==> src/rtl/clk_gen.sv <==
// Divided clock generator: produces a registered square wave of CLOCK_PERIOD ref_clk cycles,
// with single-cycle rise/fall strobes and a count of completed output periods.
module clk_gen #(
   parameter int unsigned CLOCK_PERIOD = 10,
   parameter int unsigned CNT_W        = 32
) (
   input  logic             ref_clk,
   input  logic             rst_n,
   input  logic             en,
   output logic             clk,
   output logic             rise,
   output logic             fall,
   output logic [CNT_W-1:0] cycles
);

   // Guard keeps widths legal so the elaboration error below is the one reported.
   localparam int unsigned PW   = (CLOCK_PERIOD < 2) ? 1 : $clog2(CLOCK_PERIOD);
   localparam int unsigned HIGH = CLOCK_PERIOD / 2;
   localparam int unsigned LOW  = CLOCK_PERIOD - HIGH;

   localparam logic [PW-1:0] LastPhase = PW'(CLOCK_PERIOD - 1);
   localparam logic [PW-1:0] RisePhase = PW'(LOW);

   if (CLOCK_PERIOD < 2) begin : g_bad_period
      $error("clk_gen: CLOCK_PERIOD must be >= 2");
   end

   logic [PW-1:0]    p_q, p_d;
   logic             clk_q, clk_d;
   logic             rise_q, rise_d;
   logic             fall_q, fall_d;
   logic [CNT_W-1:0] cycles_q, cycles_d;

   always_comb begin
      p_d      = p_q;
      clk_d    = clk_q;
      rise_d   = 1'b0;
      fall_d   = 1'b0;
      cycles_d = cycles_q;
      if (en) begin
         p_d    = (p_q == LastPhase) ? '0 : p_q + PW'(1);
         // Low phase first, so odd periods spend the extra cycle low.
         clk_d  = (p_d >= RisePhase);
         rise_d = (p_d == RisePhase);
         fall_d = (p_d == '0);
         if (p_d == RisePhase) begin
            cycles_d = cycles_q + CNT_W'(1);
         end
      end
   end

   always_ff @(posedge ref_clk or negedge rst_n) begin
      if (!rst_n) begin
         p_q      <= '0;
         clk_q    <= 1'b0;
         rise_q   <= 1'b0;
         fall_q   <= 1'b0;
         cycles_q <= '0;
      end else begin
         p_q      <= p_d;
         clk_q    <= clk_d;
         rise_q   <= rise_d;
         fall_q   <= fall_d;
         cycles_q <= cycles_d;
      end
   end

   assign clk    = clk_q;
   assign rise   = rise_q;
   assign fall   = fall_q;
   assign cycles = cycles_q;

endmodule

==> config.mk <==
export PLATFORM = sky130hd
export DESIGN_NAME = clk_gen
export DESIGN_NICKNAME = d
export VERILOG_FILES = /design/src/rtl/clk_gen.sv
export SDC_FILE = /design/constraint.sdc
export NUM_CORES = 1
export LEC_CHECK = 0
export ABC_AREA = 1
export CAP_MARGIN = 20
export CORE_ASPECT_RATIO = 1.1
export CORE_MARGIN = 10
export CORE_UTILIZATION = 30
export CTS_BUF_LIST = sky130_fd_sc_hd__clkbuf_8
export DETAILED_ROUTE_END_ITERATION = 10
export PLACE_DENSITY = 0.55
export SKIP_CTS_REPAIR_TIMING = 1
export SLEW_MARGIN = 20
export SYNTH_ARGS = -nofsm -noshare
export SYNTH_HDL_FRONTEND = slang
export SYNTH_SLANG_ARGS = --single-unit
==> constraint.sdc <==
create_clock -name ref_clk -period 4.2 [get_ports ref_clk]
set_clock_uncertainty 0.1 [all_clocks]
set_input_delay 0.84 -clock ref_clk [delete_from_list [all_inputs] [get_ports ref_clk]]
set_output_delay 0.84 -clock ref_clk [all_outputs]
set_load 0.02 [all_outputs]
# Word level (Yosys, flattened, before mapping)
# Index checks and enable logic that the tools add are counted.
# word_totals
ff_bits	39
inputBits	3
wordCells	15
# classes
add_sub_neg	2
magnitude_cmp	1
eq_ne	2
muxes	3
reduce_logical	2
# op_table
op	n
adder 32 x 1 -> 32 bit (second input constant)	1
adder 4 x 1 -> 4 bit (second input constant)	1
== test 4 x 3 -> 1 bit (second input constant)	1
== test 4 bit (second input constant)	1
>= comparator 4 x 3 -> 1 bit (second input constant)	1
zero test 4 bit	1
2-to-1 mux 4 bit	1
2-to-1 mux 1 bit	2
AND reduction 2 bit	1

# Logic depth before layout (Yosys ltp)
# Gate-level depths: netlist of run 1.
# logic_depth
ltp_word	4
mapped_depth	9
depth_no_buf	9

# Worst setup path after synthesis of run 1
# No wires, ideal clock.
# synth_path
path_type	register to register
startpoint	register cycles_q[0] (netlist: cycles[0])
endpoint	register cycles_q[16] (netlist: cycles[16])
arrival_ps	1454
slack_ps	2526
path_stages_with_launch	9
path_buffers	0
synth_period_minus_slack_ps	1674
cell_sequence	dfrtp_1 > ha_1 > nand3_2 > nor2_2 > nand2_2 > nor2_1 > nand2_1 > o21ai_1 > nand2_1
# synth_between
elab_chain_cells	1
# synth_rtl
item	line_no	rtl
from (decl)	32	logic [CNT_W-1:0] cycles_q, cycles_d;
from (signal assigned)	64	cycles_q <= cycles_d;
adder 32 x 1 -> 32 bit	47	cycles_d = cycles_q + CNT_W'(1);
# Every way passes these cells.
# A chain may end at the register's enable or synchronous reset.

# Worst setup path after layout of run 1
# layout_path
startpoint	input en
endpoint	register cycles_q[30] (netlist: cycles[30])
# layout_between
elab_chain_cells	1
# layout_rtl
item	line_no	rtl
from (decl)	9	input logic en,
AND reduction 2 bit (no source line)	-	
# Every way passes these cells.

==> results list, run 1 <==
* Classification of the worst setup path: input pin to flip-flop
* Global-route usage over all layers: 11.10%
- Initial standard-cell utilization of the core: 31.14%
* Endpoint type of the worst setup path: flip-flop
* Antenna diodes: 0
- The number of nets in the synthesized netlist is 317.
- Across all register-to-register paths, the minimum setup slack is 2.31 ns.
- Final period utilization: 58.78%
- Across all layers, the routed design uses 2059 vias.
- Transition time of the tightest slew-check pin: 0.8723 ns
- Layout cells sized above 1: 6.461%
* Total leakage power: 1.139 nW
- The share of the Yosys chip area taken by registers is 44.22%.
- First-pass DRT Iterations: 4
* Peak supply drop: 0.2270 mV
- CP Max Fanout: 26
- Floorplan die width: 101.8 microns
- Cts bufs inserted: 5
- The first routing iteration left 77 violations.
- Number of core rows: 32
- Headroom to the max-slew limit came out at 41.85%.
- The floorplan step set the die height to 110.0 microns.
- RSZ-0062 raised after global routing: false
- The number of antenna violations at the first check in global routing is 0.
* IO Pins: 38
- Once detailed placement completed, the half-perimeter wirelength came to 4.303 mm.
* Startpoint types: input pin
- Post-layout minimum cycle time: 2.469 ns
- After detailed routing, the average wire length per cell comes to 12.95 microns.
* Buffers added on ports: 37
- CTS placed an instance of clkbuf_8 at the clock tree root.
* Count of final max-slew check failures: 0
- TritonCTS clock tree: yes
- The final layout contains 359 nets.
- Residual overflow from global routing: 0
- Counting stages on the worst path, the most repeated cell is nand2_1.
- The tool flagged a number of max-cap violations equal to 0.
- At the worst endpoint, the required time is 4.29 ns.
* Count of clock tree sinks: 39
- The average instance in the mapped netlist occupies 7.051 sq um.
- Reg-to-reg critical path startpoint: p_q[0]
* Kind of path behind the tightest hold check: flip-flop to flip-flop
- In this run the remaining antenna-violating nets after routing total 0.
- The first global-routing pass estimated 10.01 mm of wire.
- Floorplan Core Area: 7087 sq um
- Data arrives at the worst endpoint at 2.56 ns.
- The die covers 11190 sq um.
- Result of the run: finished clean
- CTS built an H-tree with a depth of 2.
- The signal on the critical path passes through clkdlybuf4s50_1, inv_2, nor2_4, buf_4, nand4_1, nand2_1, nand2_1.
- The clock reaches the later pin of the worst-skew pair after 0.29 ns.
- Clock edge transition at the registers on the reported setup and hold paths: 0.08 ns
- The endpoint identified for the worst register-to-register timing path is cycles[30].
- Counting along the longest clock path gives a buffer depth of 2.
- After synthesis, the netlist uses 22 different library cells.
- Wire length reported by the detailed router: 5.710 mm
- Final hold violation count: 0
- After synthesis the cells add up to 2207 sq um.
- Beginning of the critical path: en
* Yosys synthesis warning count: 0
- After detailed routing, the number of vias per cell comes to 4.669.
- Setup violations remaining at the end of the flow were counted as 0.
- Aggregate negative setup slack: 0 ns
* Via count of the first global-routing pass: 2043
* Setup crit end: cycles[30]
* GPL Wtd Cong: 0.8569
- Compared with the post-synthesis result, the final layout area differs by 26.25%.
* Overall power after layout: 1.058 mW
* Register bit total from synthesis: 39
* Critical Path Max Stage Delay: 0.61 ns
- Synthesis handed over a netlist of 313 instances.
- FMAX: 405.1 MHz
- For this design the ratio of total power to cell area is 379.7 nW/um^2.
- Entering global routing, the biggest net connects 40 pins.
* Length in cells of the worst reg-to-reg path: 7
* Critical-path cell with the highest stage delay: clkdlybuf4s50_1
* Detailed-route DRC error count: 0
==> area by class of cell <==
type | instances | area (sq um)
Clock buffer | 6 | 82.58
Clock inverter | 2 | 35.03
Fill cell | 740 | 4300
Inverter | 31 | 116.4
Multi-Input combinational cell | 240 | 1097
Sequential cell | 39 | 975.9
Tap cell | 85 | 106.4
Timing Repair Buffer | 38 | 372.9
==> flip-flops by register name (all words and copies together), names as in the netlist <==
register	cells
clk	1
cycles	32
fall	1
p_q	4
rise	1
==> cells in the final DEF (no fill, tap or decap) <==
cell,synthesis,routed
xnor2_1,10,10
nand3_2,1,1
nor3_2,2,2
xor2_1,6,6
clkbuf_8,0,6
nand2_2,1,1
bufinv_16,0,1
nand2_1,126,126
nor2_1,47,47
nor2_2,4,4
nand3b_1,2,2
buf_4,1,1
inv_2,4,4
ha_1,1,1
o21bai_1,1,1
buf_2,2,1
inv_1,27,27
nand4_1,8,8
nor2_4,1,1
clkdlybuf4s50_1,0,36
nand3_1,20,20
dfrtp_1,39,39
o21ai_0,7,7
clkinv_2,0,1
nor3_1,1,1
o21ai_1,2,2
==> critical path: cells and delay by family <==
| kind | cells | cell delay (ns) |
|---|---|---|
| AND/OR/NAND/NOR | 4 | 0.72 |
| buffers and inverters | 3 | 1.01 |
==> cell usage after synthesis <==
master | n | share of area, %
buf_2 | 2 | 0.45
buf_4 | 1 | 0.34
dfrtp_1 | 39 | 44
ha_1 | 1 | 0.57
inv_1 | 27 | 4.6
inv_2 | 4 | 0.68
nand2_1 | 126 | 21
nand2_2 | 1 | 0.28
nand3_1 | 20 | 4.5
nand3_2 | 1 | 0.45
nand3b_1 | 2 | 0.68
nand4_1 | 8 | 2.3
nor2_1 | 47 | 8.0
nor2_2 | 4 | 1.1
nor2_4 | 1 | 0.51
nor3_1 | 1 | 0.23
nor3_2 | 2 | 0.91
o21ai_0 | 7 | 1.6
o21ai_1 | 2 | 0.45
o21bai_1 | 1 | 0.34
xnor2_1 | 10 | 4.0
xor2_1 | 6 | 2.4
==> per-stage QoR <==
stage / setup slack, ns / std cells / hold slack (ns) / cell area (sq um) / utilization (%)
2_1_floorplan: 2.526 / 313 / 0.4325 / 2207 / -
3_3_place_gp: 1.457 / 433 / 0.4062 / 2669 / 37.66
3_5_place_dp: 1.404 / 433 / 0.4029 / 2669 / 37.66
4_1_cts: 1.728 / 441 / 0.4233 / 2786 / 39.32
5_1_grt: 1.537 / 441 / 0.4512 / 2786 / 39.32
6_report: 1.731 / 441 / 0.4108 / 2786 / 39.32
==> logic make-up after synthesis <==
kind of cell               after synthesis  synth area share [%]
buffers and inverters                   34                 6.066
adders and majority gates                1                0.5668
DFF                                     39                 44.22
and+or+nand+nor                        213                 40.42
xor gates and xnor gates                16                 6.349
AOI/OAI and AO/OA                       10                 2.381
==> report_power, final <==
part	leakage, nW	internal (mW)	switching [mW]	total, mW
Clock	0.0612	0.192	0.138	0.331
Sequential	0.526	0.423	0.0580	0.481
Combinational	0.552	0.0994	0.148	0.247
==> layer usage <==
metal | routed length, microns | global-route usage, % | up-vias | part of all wire (%)
met5 | 0 | 0 | - | 0
met4 | 106 | 5.010 | 0 | 1.9
met3 | 331 | 3.202 | 8 | 5.8
li1 | - | - | 1059 | -
met2 | 2659 | 17.46 | 44 | 47
met1 | 2613 | 13.79 | 948 | 46
==> worst min-delay path by stage <==
stage,from,endpoint,slack [ns],depth (start not counted)
after floorplan,p_q[0],p_q[0],0.43,1
after global placement,clk,clk,0.41,2
after detailed placement,clk,clk,0.40,2
after CTS,clk,clk,0.42,2
after global routing,clk,clk,0.45,2
final,clk,clk,0.41,2
Note: power is estimated with default switching activity, not from simulation.
==> run 2: changes to the inputs <==
- PLACE_DENSITY: 0.55 -> 0.57
- clock period: 4.2 -> 2.2 ns (I/O delays scaled with it)
==> run 2 against run 1 <==
Net effect:
- the run now ends with hold timing left
- via count about the same
- total power is 78% higher
- non-clock buffer count grew 2
- critical path depth down 6
- global-route usage fell by 0.089 points
- setup slack got worse by 1.5 ns
- sequential share of layout area is essentially flat
- combinational power up 98%
- clock power increased by 43%
- sequential power increased by 91%
- critical endpoint is now cycles[0]
- largest power group unchanged
==> results list, run 2 (synthesized netlist as in run 1, its figures left out) <==
* GPL Wtd Cong: 0.8276
- TritonCTS built the clock tree.
* Post-layout minimum cycle time: 1.987 ns
- Total leakage power: 1.145 nW
- Grt met3 use: 3.202%
* Met1 routing resource usage after global routing: 12.82%
- Floorplan Core Area: 7087 sq um
- After clock tree synthesis, the clock-pin slew on the worst setup and hold paths is 0.08 ns.
* Met2 global-route usage: 18.24%
* Cell at the root of the clock tree: clkbuf_8
* Number of vias per cell: 4.650
- For this block, the initial DRC count from the detailed router was 113.
- Global-route usage over all layers: 11.01%
- Cells along the critical path: clkdlybuf4s50_1
* Buffers added on ports: 37
- Layout cells sized above 1: 6.425%
- Reg-to-reg critical path startpoint: cycles[0]
- Cts bufs inserted: 5
- Along the worst path, the maximum fanout reaches 7.
- Reg2reg setup slack: 0.39 ns
* Number of flip-flops under the largest register name: 32
- Setup repair after global routing left no endpoint under its margin.
- Via count of the first global-routing pass: 2029
* Beginning of the critical path: cycles[0]
- Category of cells accounting for the largest share of critical-path delay: buffers and inverters
- The longest clock path from root to sink contains 2 buffers.
- Startpoint types: flip-flop
- Violated checks: hold timing
- Via Count: 2060
- Worst path bufs/invs: 1
- Final setup violation count: 0
- Power density normalized to cell area: 673.3 nW/um^2
- The area growth from synthesis to layout is 26.42%.
- Die ar.: 11190 sq um
* Pin count of the biggest net entering global routing: 31
- Reg-to-Reg End: cycles[16]
- Data required, critical path: 1.66 ns
- In this run the number of cells on the critical path is 1.
* Antenna violations before repair: 0
* Residual overflow from global routing: 0
- Classification of the worst setup path: flip-flop to output port
- Number of fill cells in the layout: 744
* Peak supply drop: 0.4605 mV
- 0 antenna diodes ended up in the layout.
* Aggregate negative setup slack: 0 ns
- Count of clock tree sinks: 39
- Setup crit end: cycles[0]
- Residual antenna-violating net count after detailed routing: 0
* Result of the run: finished, violations left
- The worst path uses 90.33% of the clock period.
- The global routing stage identified its most utilized layer as met2.
- Kind of path behind the tightest hold check: input pin to async pin
- Count of final max-slew check failures: 0
* Net count of the finished layout: 361
* Number of core rows: 32
* Highest-count cells in the layout ignoring fill and taps: 126 x nand2_1, 47 x nor2_1, 39 x dfrtp_1, 36 x clkdlybuf4s50_1, 29 x inv_1
* Critical Path Max Stage Delay: 0.66 ns
- Initial standard-cell utilization of the core: 31.14%
- H-tree levels: 2
- Placed wire-length estimate after detailed placement: 4.446 mm
- Global-route wire length before repair: 9.825 mm
- First-pass DRT Iterations: 4
- IO Pins: 38
- FMAX: 503.2 MHz
- At the pin with the least slew margin, the transition time is 0.4923 ns.
- Post-route worst hold slack: -0.005200 ns
* Relative slew slack: 67.18%
- The tool flagged a number of max-cap violations equal to 0.
- Arrival time of data at the critical path endpoint: 1.45 ns
* Final routed wire length divided by cell count: 12.91 microns
- Clock insertion delay at the later pin of the skew report: 0.30 ns
- Reg area: 975.9 sq um
* Wire length reported by the detailed router: 5.719 mm
* Area used by multi-input combinational logic: 1097 sq um
- Detailed-route DRC error count: 0
- Length in cells of the worst reg-to-reg path: 8
* Most frequent standard cell in the layout excluding fill and tap cells: nand2_1
* Critical-path cell with the highest stage delay: clkdlybuf4s50_1
* Final hold violation count: 13
* Die outline height: 110.0 microns
* Floorplan die width: 101.8 microns
- The worst setup path is captured at an output port.
run 2: cell count changes in the layout (fill, tap and decap cells not counted), sizes merged:
cell and delta:
inv +2, clkbuf -1, bufinv -1, buf +2
run 2: layout make-up:
class                      instances  share of cell area, %
clock inverter                     3                 0.4484
inverter                          31                  4.170
clock buffer                       5                  2.466
sequential                        39                  34.98
multi-input combinational        240                  39.33
timing repair buffer              40                  14.80
tap                               85                  3.812
run 2: stage by stage:
stage / total power [mW] / instance area (sq um) / instances / worst slack [ns] / util [%]
finish: 1.879 / 2790 / 443 / 0.2127 / 39.37
global route: 1.991 / 2790 / 443 / 0.1624 / 39.37
CTS: 1.897 / 2790 / 443 / 0.2042 / 39.37
detailed placement: 1.426 / 2709 / 435 / 0.2774 / 38.22
global placement: 1.412 / 2709 / 435 / 0.3092 / 38.22
floorplan: 1.202 / 2207 / 313 / 0.5259 / -
run 2: worst min path at each step:
stage	endpoint	slack, ns	cells past startpoint
finish	cycles[5]	-0.005	1
global route	cycles[1]	0.03	1
CTS	cycles[5]	0.02	1
detailed placement	p_q[0]	0.34	1
global placement	p_q[0]	0.33	1
floorplan	clk	0.04	0
run 2: power breakdown:
part           internal [mW]  switching (mW)  total (mW)
Sequential             0.807           0.110       0.917
Combinational          0.203           0.287       0.489
Clock                  0.214           0.259       0.472
Total                   1.22           0.656        1.88
run 2: per-layer routing:
layer  up-vias  part of all wire, %
li1       1061                    -
met1       958                   45
met2        34                   48
met3         7                  5.3
met4         0                  2.1
met5         -                    0
==> edit (settings of run 2) <==
Add an input register stage for `en`; this delays it by one clock.
--- a/src/rtl/clk_gen.sv
+++ b/src/rtl/clk_gen.sv
@@ -23,2 +23,8 @@
 
+   logic en_q;
+
+   always_ff @(posedge ref_clk) begin
+      en_q <= en;
+   end
+
    if (CLOCK_PERIOD < 2) begin : g_bad_period
@@ -39,3 +45,3 @@
       cycles_d = cycles_q;
-      if (en) begin
+      if (en_q) begin
          p_d    = (p_q == LastPhase) ? '0 : p_q + PW'(1);
Check against the original RTL: not equivalent (a bounded check fails within 10 cycles, from zero or initial values and one cycle with rst_n low).
==> edit against run 2 <==
Area after synthesis rose by 0.91%. Power fell by 4.3%. Via count fell by 1.1%. Sequential cell count rose by 1. Hold slack improved by 0.030 ns. Sequential share of layout area rose by 0.43 points. Largest power group unchanged. Worst setup slack improved by 0.022 ns. Final area rose by 0.81%. Die area rose by 0.73%. Routed wire length rose by 0.51%. Utilization rose by 0.095 points.
==> edit: results (changes against run 2) <==
stage,metric,value,unit,change
critical_path,flop2flop setup slack,0.48,ns,was 0.39 ns
final_layout,fin nets,362,,was 361
logic_synthesis,Synth async-reset ratio,97.5,%,was 100%
grt,first-pass GRT wire length,9850,µm,was 9830 µm
final_layout,filler cell count in the final layout,773,,was 744
grt,global-route usage over all layers,11.1,%,was 11.0%
logic_synthesis,main area contributors after synthesis,"dfrtp_1 44%, nand2_1 21%, nor2_1 7.9%, inv_1 4.6%, nand3_1 4.5%",,"was dfrtp_1 44%, nand2_1 21%, nor2_1 8.0%, inv_1 4.6%, nand3_1 4.5%"
grt,number of global-route vias before repair,1988,,was 2029
critical_path,CP max FO,6,,was 7
critical_path,CP Data Arrival Time,1.42,ns,was 1.45 ns
place,area post-placement,2720,µm²,was 2710 µm²
drt,initial drt markers,104,,was 113
logic_synthesis,sequential share of the synthesized area,44.7,%,was 44.2%
timing,Achievable Freq,509,MHz,was 503 MHz
drt,vias per inst,4.60,,was 4.65
final_layout,share of layout cells above drive strength 1,6.70,%,was 6.42%
drt,total wire length,5750,µm,was 5720 µm
critical_path,crit path launch,cycles[2]$_DFFE_PN0P_,,was cycles[0]$_DFFE_PN0P_
run_status,status,completed,,was finished with violations
timing,worst slew pin tran,0.531,ns,was 0.492 ns
power_and_ir_drop,Sw Pwr,560,µW,was 656 µW
power_and_ir_drop,leakage power,1.16,nW,was 1.15 nW
logic_synthesis,Unique masters post-synth,23,,was 22
place,gpl congestion,0.874,,was 0.828
place,Place WS,0.496,ns,was 0.277 ns
edit: cell type report:
class,instances,area (µm²),area share [%]
Inverter,31,116,4.14
Multi-Input combinational cell,240,1100,39.0
Tap cell,85,106,3.78
Timing Repair Buffer,40,400,14.2
Clock buffer,7,96.3,3.43
Sequential cell,40,996,35.4
edit: path summary, 6_finish.rpt:
path | to | cells after the start
max | cycles[2] | 1
min | cycles[6]$_DFFE_PN0P_ | 1
max reg2reg | cycles[16]$_DFFE_PN0P_ | 8
min reg2reg | clk$_DFFE_PN0P_ | 2
max in group asynchronous | cycles[19]$_DFFE_PN0P_ | 2
min in group ref_clk | clk$_DFFE_PN0P_ | 2
edit: kinds of logic after synthesis:
| kind of cell | synth area share [%] |
|---|---|
| flops | 44.7 |
| xor+xnor | 6.29 |
| simple gates | 40.1 |
| compound gates | 2.36 |
| buf+inv | 6.01 |
| fa+ha+maj | 0.562 |
edit: metrics by stage:
step / utilization (%) / cells
final: 39.5 / 443
after global routing: 39.5 / 443
after CTS: 39.5 / 443
after detailed placement: 38.1 / 436
after global placement: 38.1 / 436
after floorplan: - / 314
edit: power groups by stage:
| stage | clock network, mW | registers, mW | logic [mW] |
|---|---|---|---|
| finish | 0.527 | 0.893 | 0.378 |
| global route | 0.592 | 0.906 | 0.430 |
| CTS | 0.551 | 0.892 | 0.385 |
| detailed placement | 0 | 0.905 | 0.382 |
| global placement | 0 | 0.900 | 0.386 |
| floorplan | 0 | 0.935 | 0.192 |
edit: layer usage:
layer | wire length, µm | global-route usage [%] | vias to the layer above
met2 | 2730 | 18.3 | 30
met5 | 0 | 0 | -
met1 | 2740 | 13.4 | 944
met4 | 47 | 4.23 | 0
met3 | 229 | 3.05 | 2
li1 | - | - | 1061
